[config.mk]
export PLATFORM = sky130hd
export DESIGN_NAME = div
export DESIGN_NICKNAME = d
export VERILOG_FILES = /design/src/rtl/div.sv
export SDC_FILE = /design/constraint.sdc
export NUM_CORES = 1
export LEC_CHECK = 0
export BUFFER_PORTS_ARGS = -buffer_cell sky130_fd_sc_hd__buf_2
export CELL_PAD_IN_SITES_DETAIL_PLACEMENT = 1
export CELL_PAD_IN_SITES_GLOBAL_PLACEMENT = 2
export CORE_MARGIN = 10
export CORE_UTILIZATION = 37
export CTS_CLUSTER_DIAMETER = 30
export DETAILED_ROUTE_END_ITERATION = 16
export HOLD_SLACK_MARGIN = 0.15
export PLACE_DENSITY_LB_ADDON = 0.1
export SLEW_MARGIN = 20
export SYNTH_ARGS = -nofsm -noshare
export SYNTH_HDL_FRONTEND = slang
export SYNTH_SLANG_ARGS = --single-unit
export TNS_END_PERCENT = 50
[constraint.sdc]
create_clock -name clk -period 5 [get_ports clk]
set_input_delay 0.25 -clock clk [delete_from_list [all_inputs] [get_ports clk]]
set_output_delay 0.25 -clock clk [all_outputs]
set_load 0.1 [all_outputs]
[src/rtl/div.sv]
// Sequential restoring divider: 2N-bit dividend / N-bit divisor, one quotient
// bit per clock over a runtime-selected width w, op_enable/op_finish handshake.
module div #(
  parameter int unsigned DATA_WIDTH = 32
) (
  input  logic                          clk,
  input  logic                          rst_n,
  input  logic                          op_enable,
  input  logic [$clog2(DATA_WIDTH):0]   in_width,
  input  logic [2*DATA_WIDTH-1:0]       in_div_a,
  input  logic [DATA_WIDTH-1:0]         in_div_b,
  output logic [DATA_WIDTH-1:0]         out_div_quotient,
  output logic [DATA_WIDTH-1:0]         out_div_remainder,
  output logic                          op_finish,
  output logic                          op_overflow
);

  localparam int unsigned N  = DATA_WIDTH;
  localparam int unsigned WW = $clog2(DATA_WIDTH) + 1;

  typedef enum logic [1:0] {IDLE, LOAD, RUN, DONE} state_t;

  state_t          state;
  logic [WW-1:0]   w_eff, w_r, cnt;
  logic [2*N-1:0]  a_mask, a_r;
  logic [N-1:0]    b_mask, b_r, lo_sh, quo, rem, h;
  logic [N:0]      r_next;
  logic            ge;

  always_comb begin
    w_eff = (in_width == '0 || 32'(in_width) > N) ? WW'(N) : in_width;
    a_mask = '0;
    b_mask = '0;
    for (int unsigned i = 0; i < 2*N; i++) a_mask[i] = (i < 2*32'(w_eff));
    for (int unsigned i = 0; i < N; i++)   b_mask[i] = (i < 32'(w_eff));
    h      = N'(a_r >> w_r);
    r_next = {rem, lo_sh[N-1]};
    ge     = (r_next >= {1'b0, b_r});
  end

  // The low half is pre-aligned so its bit w-1 sits at the MSB; bits at or
  // above w fall off the top during alignment, which doubles as masking.
  always_ff @(posedge clk or negedge rst_n) begin
    if (!rst_n) begin
      state       <= IDLE;
      w_r         <= '0;
      cnt         <= '0;
      a_r         <= '0;
      b_r         <= '0;
      lo_sh       <= '0;
      quo         <= '0;
      rem         <= '0;
      op_finish   <= 1'b0;
      op_overflow <= 1'b0;
    end else begin
      case (state)
        IDLE: begin
          if (op_enable) begin
            w_r   <= w_eff;
            a_r   <= in_div_a & a_mask;
            b_r   <= in_div_b & b_mask;
            state <= LOAD;
          end
        end
        LOAD: begin
          quo <= '0;
          if (b_r == '0 || h >= b_r) begin
            rem         <= '0;
            op_overflow <= 1'b1;
            op_finish   <= 1'b1;
            state       <= DONE;
          end else begin
            rem   <= h;
            lo_sh <= a_r[N-1:0] << (N - 32'(w_r));
            cnt   <= w_r;
            state <= RUN;
          end
        end
        RUN: begin
          lo_sh <= lo_sh << 1;
          quo   <= {quo[N-2:0], ge};
          rem   <= ge ? N'(r_next - {1'b0, b_r}) : N'(r_next);
          cnt   <= cnt - 1'b1;
          if (cnt == WW'(1)) begin
            op_finish <= 1'b1;
            state     <= DONE;
          end
        end
        DONE: begin
          if (!op_enable) begin
            op_finish   <= 1'b0;
            op_overflow <= 1'b0;
            state       <= IDLE;
          end
        end
        default: state <= IDLE;
      endcase
    end
  end

  assign out_div_quotient  = quo;
  assign out_div_remainder = rem;

endmodule

### Word level (Yosys, flattened, before mapping)

Cells that the tools add are included.

| storage, ports and cells | value |
|---|---|
| logic and storage cells | 157 |
| input port bits | 105 |
| register bits | 208 |

| operators by class | value |
|---|---|
| $lt $le $gt $ge | 99 |
| bitwise logic cells | 2 |
| reductions and logical operators | 13 |
| equal/unequal tests | 9 |
| shift-type cells | 2 |
| add/subtract/negate cells | 3 |
| muxes and demuxes | 19 |

Operators with widths:

| kind | count |
|---|---|
| $lt A6 B7 Y1 const A | 32 |
| $pmux W32 S2 | 3 |
| $lt A5 B7 Y1 const A | 16 |
| $lt A5 B6 Y1 const A | 16 |
| $mux W32 | 3 |
| $and A64 B64 Y64 | 1 |
| $shr A64 B6 Y32 | 1 |
| $lt A4 B7 Y1 const A | 8 |
| $lt A4 B6 Y1 const A | 8 |
| $ge A33 B32 Y1 | 1 |
| $and A32 B32 Y32 | 1 |
| $ge A32 B32 Y1 | 1 |
| $logic_not A32 Y1 | 1 |
| $shl A32 B32 Y32 | 1 |
| $sub A32 B32 Y32 | 1 |
| $lt A3 B7 Y1 const A | 4 |
| $lt A3 B6 Y1 const A | 4 |
| $lt A1 B7 Y1 const A | 2 |
| $lt A2 B7 Y1 const A | 2 |
| $lt A1 B6 Y1 const A | 2 |
| $lt A2 B6 Y1 const A | 2 |
| $mux W6 | 2 |
| $pmux W6 S2 | 1 |
| $ne A2 B2 Y1 const B | 5 |
| other kinds (19) | 29 |

### Depth between registers and ports, before layout

| logic depth | value |
|---|---|
| depth in word-level cells | 5 |
| mapped depth | 24 |
| depth with buffers taken out | 19 |

### Worst setup path after synthesis

No wires, ideal clock.

| path | value |
|---|---|
| kind | register -> register |
| start | register w_r[1] |
| end | register rem[13] (netlist: out_div_remainder[13]) |
| setup time | 0.078 ns |
| arrival | 4.367 ns |
| period minus slack after synthesis | 4.445 ns |
| setup slack | 0.555 ns |
| buffers on the path | 5 |
| stages on the path, launching flop included | 23 |
| required time | 4.922 ns |
| cell sequence | dfrtp_1 -> buf_2 -> buf_6 -> buf_6 -> mux2_2 -> mux4_2 -> nor2_1 -> a31oi_1 -> mux2i_1 -> nor2_1 -> a31o_1 -> ha_1 -> a21o_1 -> a21o_1 -> a21oi_1 -> o21ai_1 -> a2111oi_0 -> o31a_1 -> nor2b_1 -> clkbuf_8 -> clkbuf_1 -> a22oi_1 -> a21oi_1 |

| on the way | value |
|---|---|
| word-level cells in the longest chain between the ends | 5 |

RTL lines:

| item | line | RTL |
|---|---|---|
| from (decl) | 24 | `logic [WW-1:0] w_eff, w_r, cnt;` |
| from (signal assigned) | 59 | `w_r <= w_eff;` |
| $shr A64 B6 Y32 (*) | 36 | `h = N'(a_r >> w_r);` |
| $ge A32 B32 Y1 | 67 | `if (b_r == '0 \|\| h >= b_r) begin` |
| $logic_or A1 B1 Y1 | 67 |  |
| $mux W32 (*) | 67 |  |
| $pmux W32 S2 (*) | 56 | `case (state)` |
| to (signal assigned) | 73 | `rem <= h;` |
| to (signal assigned) | 82 | `rem <= ge ? N'(r_next - {1'b0, b_r}) : N'(r_next);` |
| to (decl) | 26 | `logic [N-1:0] b_mask, b_r, lo_sh, quo, rem, h;` |

Every way passes the cells marked *; elsewhere a longest branch is shown, timed or not.
A chain may end at the register's enable or synchronous reset.

### Worst setup path in the final report

| path | value |
|---|---|
| start | register w_r[1] |
| end | register lo_sh[4] |

| on the way | value |
|---|---|
| word-level cells in the longest chain between the ends | 5 |

RTL lines:

| item | line | RTL |
|---|---|---|
| $shr A64 B6 Y32 | 36 |  |
| $ge A32 B32 Y1 | 67 |  |
| $logic_or A1 B1 Y1 | 67 |  |
| $ne A2 B2 Y1 (no source line) | n/a |  |
| $reduce_and A2 Y1 (no source line) | n/a |  |
| to (signal assigned) | 74 | `lo_sh <= a_r[N-1:0] << (N - 32'(w_r));` |
| to (signal assigned) | 80 | `lo_sh <= lo_sh << 1;` |
| to (decl) | 26 |  |

Several ways; a longest one is shown, not always the timed one. The select of a mux whose other input is x is not followed.

==> impl_metrics.ini <==
[timing]
finalCriticalPeriod_ns = 4.84
worst_clock_skew_ns = 0.0175
tightest_slew_ns = 1.10
final-setup-viol-count = 0
grt_setup_unrepaired = true
finalMaxSlewViolations = 0
clock.fmax_ghz = 0.207
max_slew_margin_pct = 26.1
final_min_period_over_clock_period_pct = 96.7
report.final.hold_viol_count = 0

[detailed_routing]
postRouteAntennaNets = 0
viasPerCell = 5.85
vias = 17302
post-route-drc-count = 0
detailedRoute.firstPassIterationCount = 5
drt_iter0_drc = 1147
wirelength_um = 73300
detail_route.wl_per_cell_um = 24.8

[critical_path]
reg2reg_slack_ns = 0.16
worst_setup_path_startpoint = w_r[1]
crit_fanout = 22
worst_setup_path_start_kind = register
reg2regPathDepth = 20
crit-reg2reg-launch = w_r[1]
endpoint_of_the_worst_slack_reg_to_reg_timing_path = lo_sh[4]
cp-endpoint = lo_sh[4]
critical_path.endpoint_type = register
worst-endpoint-required_ns = 5.51
timing.setup.critical_path_class = reg2reg
arrival_time_of_data_at_the_critical_path_endpoint_ns = 5.34

[cts]
clk_pin_slew_worst_paths_ns = 0.05
clock_sinks = 208
htree_levels = 2
cts_buffers = 59
cts_max_path_buffers = 3
cts_tree = built
clk_root_buffer_cell = clkbuf_16
clock_latency_ns = 0.60

[floorplan]
fp.dieH_um = 235
core_area_mm2 = 0.0457
placement_rows = 78
dieWidth_um = 235
die-area_mm2 = 0.0554
start_util_pct = 37.6
io_pins = 171

[synthesis]
syn-instance-count = 2045
count_of_flip_flops_with_a_built_in_enable_after_synthesis = 0
synth.ff_latch_count = 208
postSynth.asyncResetShare_pct = 100
syn-num-nets = 2223
synth_cell_type_count = 82
post_synth.cell_area_avg_um2 = 8.40
synth.cell_area_mm2 = 0.0172
synth_flop_cell = dfrtp_1
synth_sequential_area_ratio_pct = 30.3
yosys_warnings = 0

[cells_and_area]
post-route-util_pct = 48.7
syn_to_final_growth_pct = 29.5
design_area_mm2 = 0.0222
area.sequential_mm2 = 0.00522
final_common_cell = nand2_1
multi_input_area_mm2 = 0.0110
layout.cells.non_filler = 2957
mostFrequentLayoutCells = nand2_1, dfrtp_1, nor2_1, buf_2, o21ai_0
final_nets = 2482
post_route_cells_drive_above_1_share_pct = 21.3
nFillCells = 5336

[global_route]
first_global_vias = 17830
grt.total_usage_pct = 25.4
grt_overflow = 0
largest_net_degree_at_the_start_of_global_routing = 96
wire_length_of_the_first_global_routing_pass_um = 111000
grt_antenna_before_repair = 2

[worst_hold_path]
timing.hold.worst.class = in2reg

[outcome]
run_status = completed

[placed_design]
number_of_placed_instances_taps_included = 2734
dp_hpwl_um = 53900
place_congestion = 0.914
placed_cell_area_mm2 = 0.0188
port-buffer-count = 170

[job]
maxCapViolations = 0
-- worst min path at each step --
stage	from	end	slack, ns	cells after the start
floorplan	rst_n	a_r[0]	-0.05	0
global placement	rst_n	out_div_quotient[5]	0.35	1
detailed placement	rst_n	out_div_quotient[4]	0.36	1
CTS	in_width[4]	a_r[31]	0.15	3
global route	in_width[5]	w_r[4]	0.25	4
finish	in_width[5]	b_r[31]	0.21	3
-- through the flow --
| step | TNS, ns | worst slack [ns] | hold slack [ns] |
|---|---|---|---|
| after floorplan | 0 | 0.555 | -0.0456 |
| after global placement | 0 | 0.00876 | 0.350 |
| after detailed placement | -0.146 | -0.0535 | 0.360 |
| after CTS | 0 | 0.00714 | 0.155 |
| after global routing | -0.242 | -0.0610 | 0.250 |
| final | 0 | 0.165 | 0.214 |
-- cell usage after synthesis (5+ instances only) --
cell type | count | area, um2
a211oi_1 | 35 | 263
a21o_1 | 25 | 188
a21oi_1 | 143 | 716
a221oi_1 | 21 | 184
a221oi_2 | 5 | 75.1
a22o_1 | 32 | 280
a22oi_1 | 5 | 37.5
a311oi_1 | 6 | 52.6
a31oi_1 | 25 | 156
and2_1 | 11 | 68.8
and3_1 | 9 | 56.3
buf_1 | 22 | 82.6
buf_2 | 20 | 100
buf_4 | 11 | 82.6
clkbuf_1 | 88 | 330
clkbuf_8 | 6 | 82.6
dfrtp_1 | 208 | 5200
ha_1 | 72 | 901
inv_1 | 94 | 353
mux2_1 | 23 | 259
mux2_2 | 31 | 349
mux2i_1 | 84 | 841
mux4_2 | 61 | 1370
nand2_1 | 299 | 1120
nand2b_1 | 9 | 56.3
nand3_1 | 56 | 280
nand4_1 | 13 | 81.3
nor2_1 | 199 | 747
nor2b_1 | 25 | 156
nor3_1 | 18 | 90.1
nor4_1 | 12 | 75.1
o211ai_1 | 23 | 173
o21a_1 | 7 | 52.6
o21ai_0 | 148 | 741
o21ai_1 | 33 | 165
o221ai_1 | 6 | 52.6
o22ai_1 | 33 | 206
o31a_1 | 8 | 70.1
o31ai_1 | 7 | 52.6
or3_1 | 5 | 31.3
xnor2_1 | 24 | 210
xor2_1 | 10 | 87.6
-- critical path: stages (launching register included) --
cell	delay, ns
dfrtp_4	0.48
buf_12	0.15
buf_12	0.18
mux2_2	0.37
o21ai_0	0.29
a21oi_1	0.12
o21ai_0	0.45
mux4_2	0.41
inv_1	0.05
ha_1	0.28
nand4_1	0.10
o211ai_1	0.22
a2111oi_2	0.10
buf_4	0.14
o31a_1	0.28
buf_4	0.17
mux2i_4	0.40
clkbuf_16	0.26
buf_4	0.14
nand2_1	0.06
o21ai_1	0.08
-- cells by family (layout without fill, tap and decap cells) --
family / count (synthesis) / in the layout / synth area share (%)
mux: 199 / 199 / 16.4
xor+xnor: 34 / 34 / 1.73
flops: 208 / 208 / 30.3
buf+inv: 249 / 559 / 6.58
other cells: 0 / 2 / 0
compound gates: 611 / 611 / 22.8
fa+ha+maj: 73 / 73 / 5.36
simple gates: 671 / 671 / 16.8
-- flip-flops by register name (all words and copies together), names as in the netlist --
| signal | cells |
|---|---|
| cnt | 6 |
| out_div_quotient | 32 |
| w_r | 6 |
| lo_sh | 32 |
| op_finish | 1 |
| op_overflow | 1 |
| a_r | 64 |
| b_r | 32 |
| state | 2 |
| out_div_remainder | 32 |
-- timing repair --
action,4_1_cts,5_1_grt
resized for setup,2,17
pin swaps,0,3
cloned,0,2
hold buffers,100,0
setup buffers,0,7
hold endpoints to repair,192,0
setup endpoints to repair,9,71
-- layout make-up --
cell class,count,area share (%)
clock buffer,71,7.25
antenna,2,0.0225
inverter,95,1.60
multi-input combinational,1588,49.4
clock inverter,41,2.86
tap,600,3.38
timing repair buffer,352,12.0
sequential,208,23.5
-- per-layer routing --
metal | part of all wire [%] | wire length, um | vias up | track usage, %
met5 | 0 | 0 | - | 0
met4 | 3.5 | 2540 | 0 | 9.96
met3 | 5.0 | 3700 | 103 | 4.26
met2 | 46 | 33700 | 491 | 39.7
met1 | 46 | 33400 | 8719 | 34.4
li1 | - | - | 7989 | -
Power is left out: the tool's default activity adds up to more than one toggle a clock period on the data nets, which glitch-free logic cannot reach.
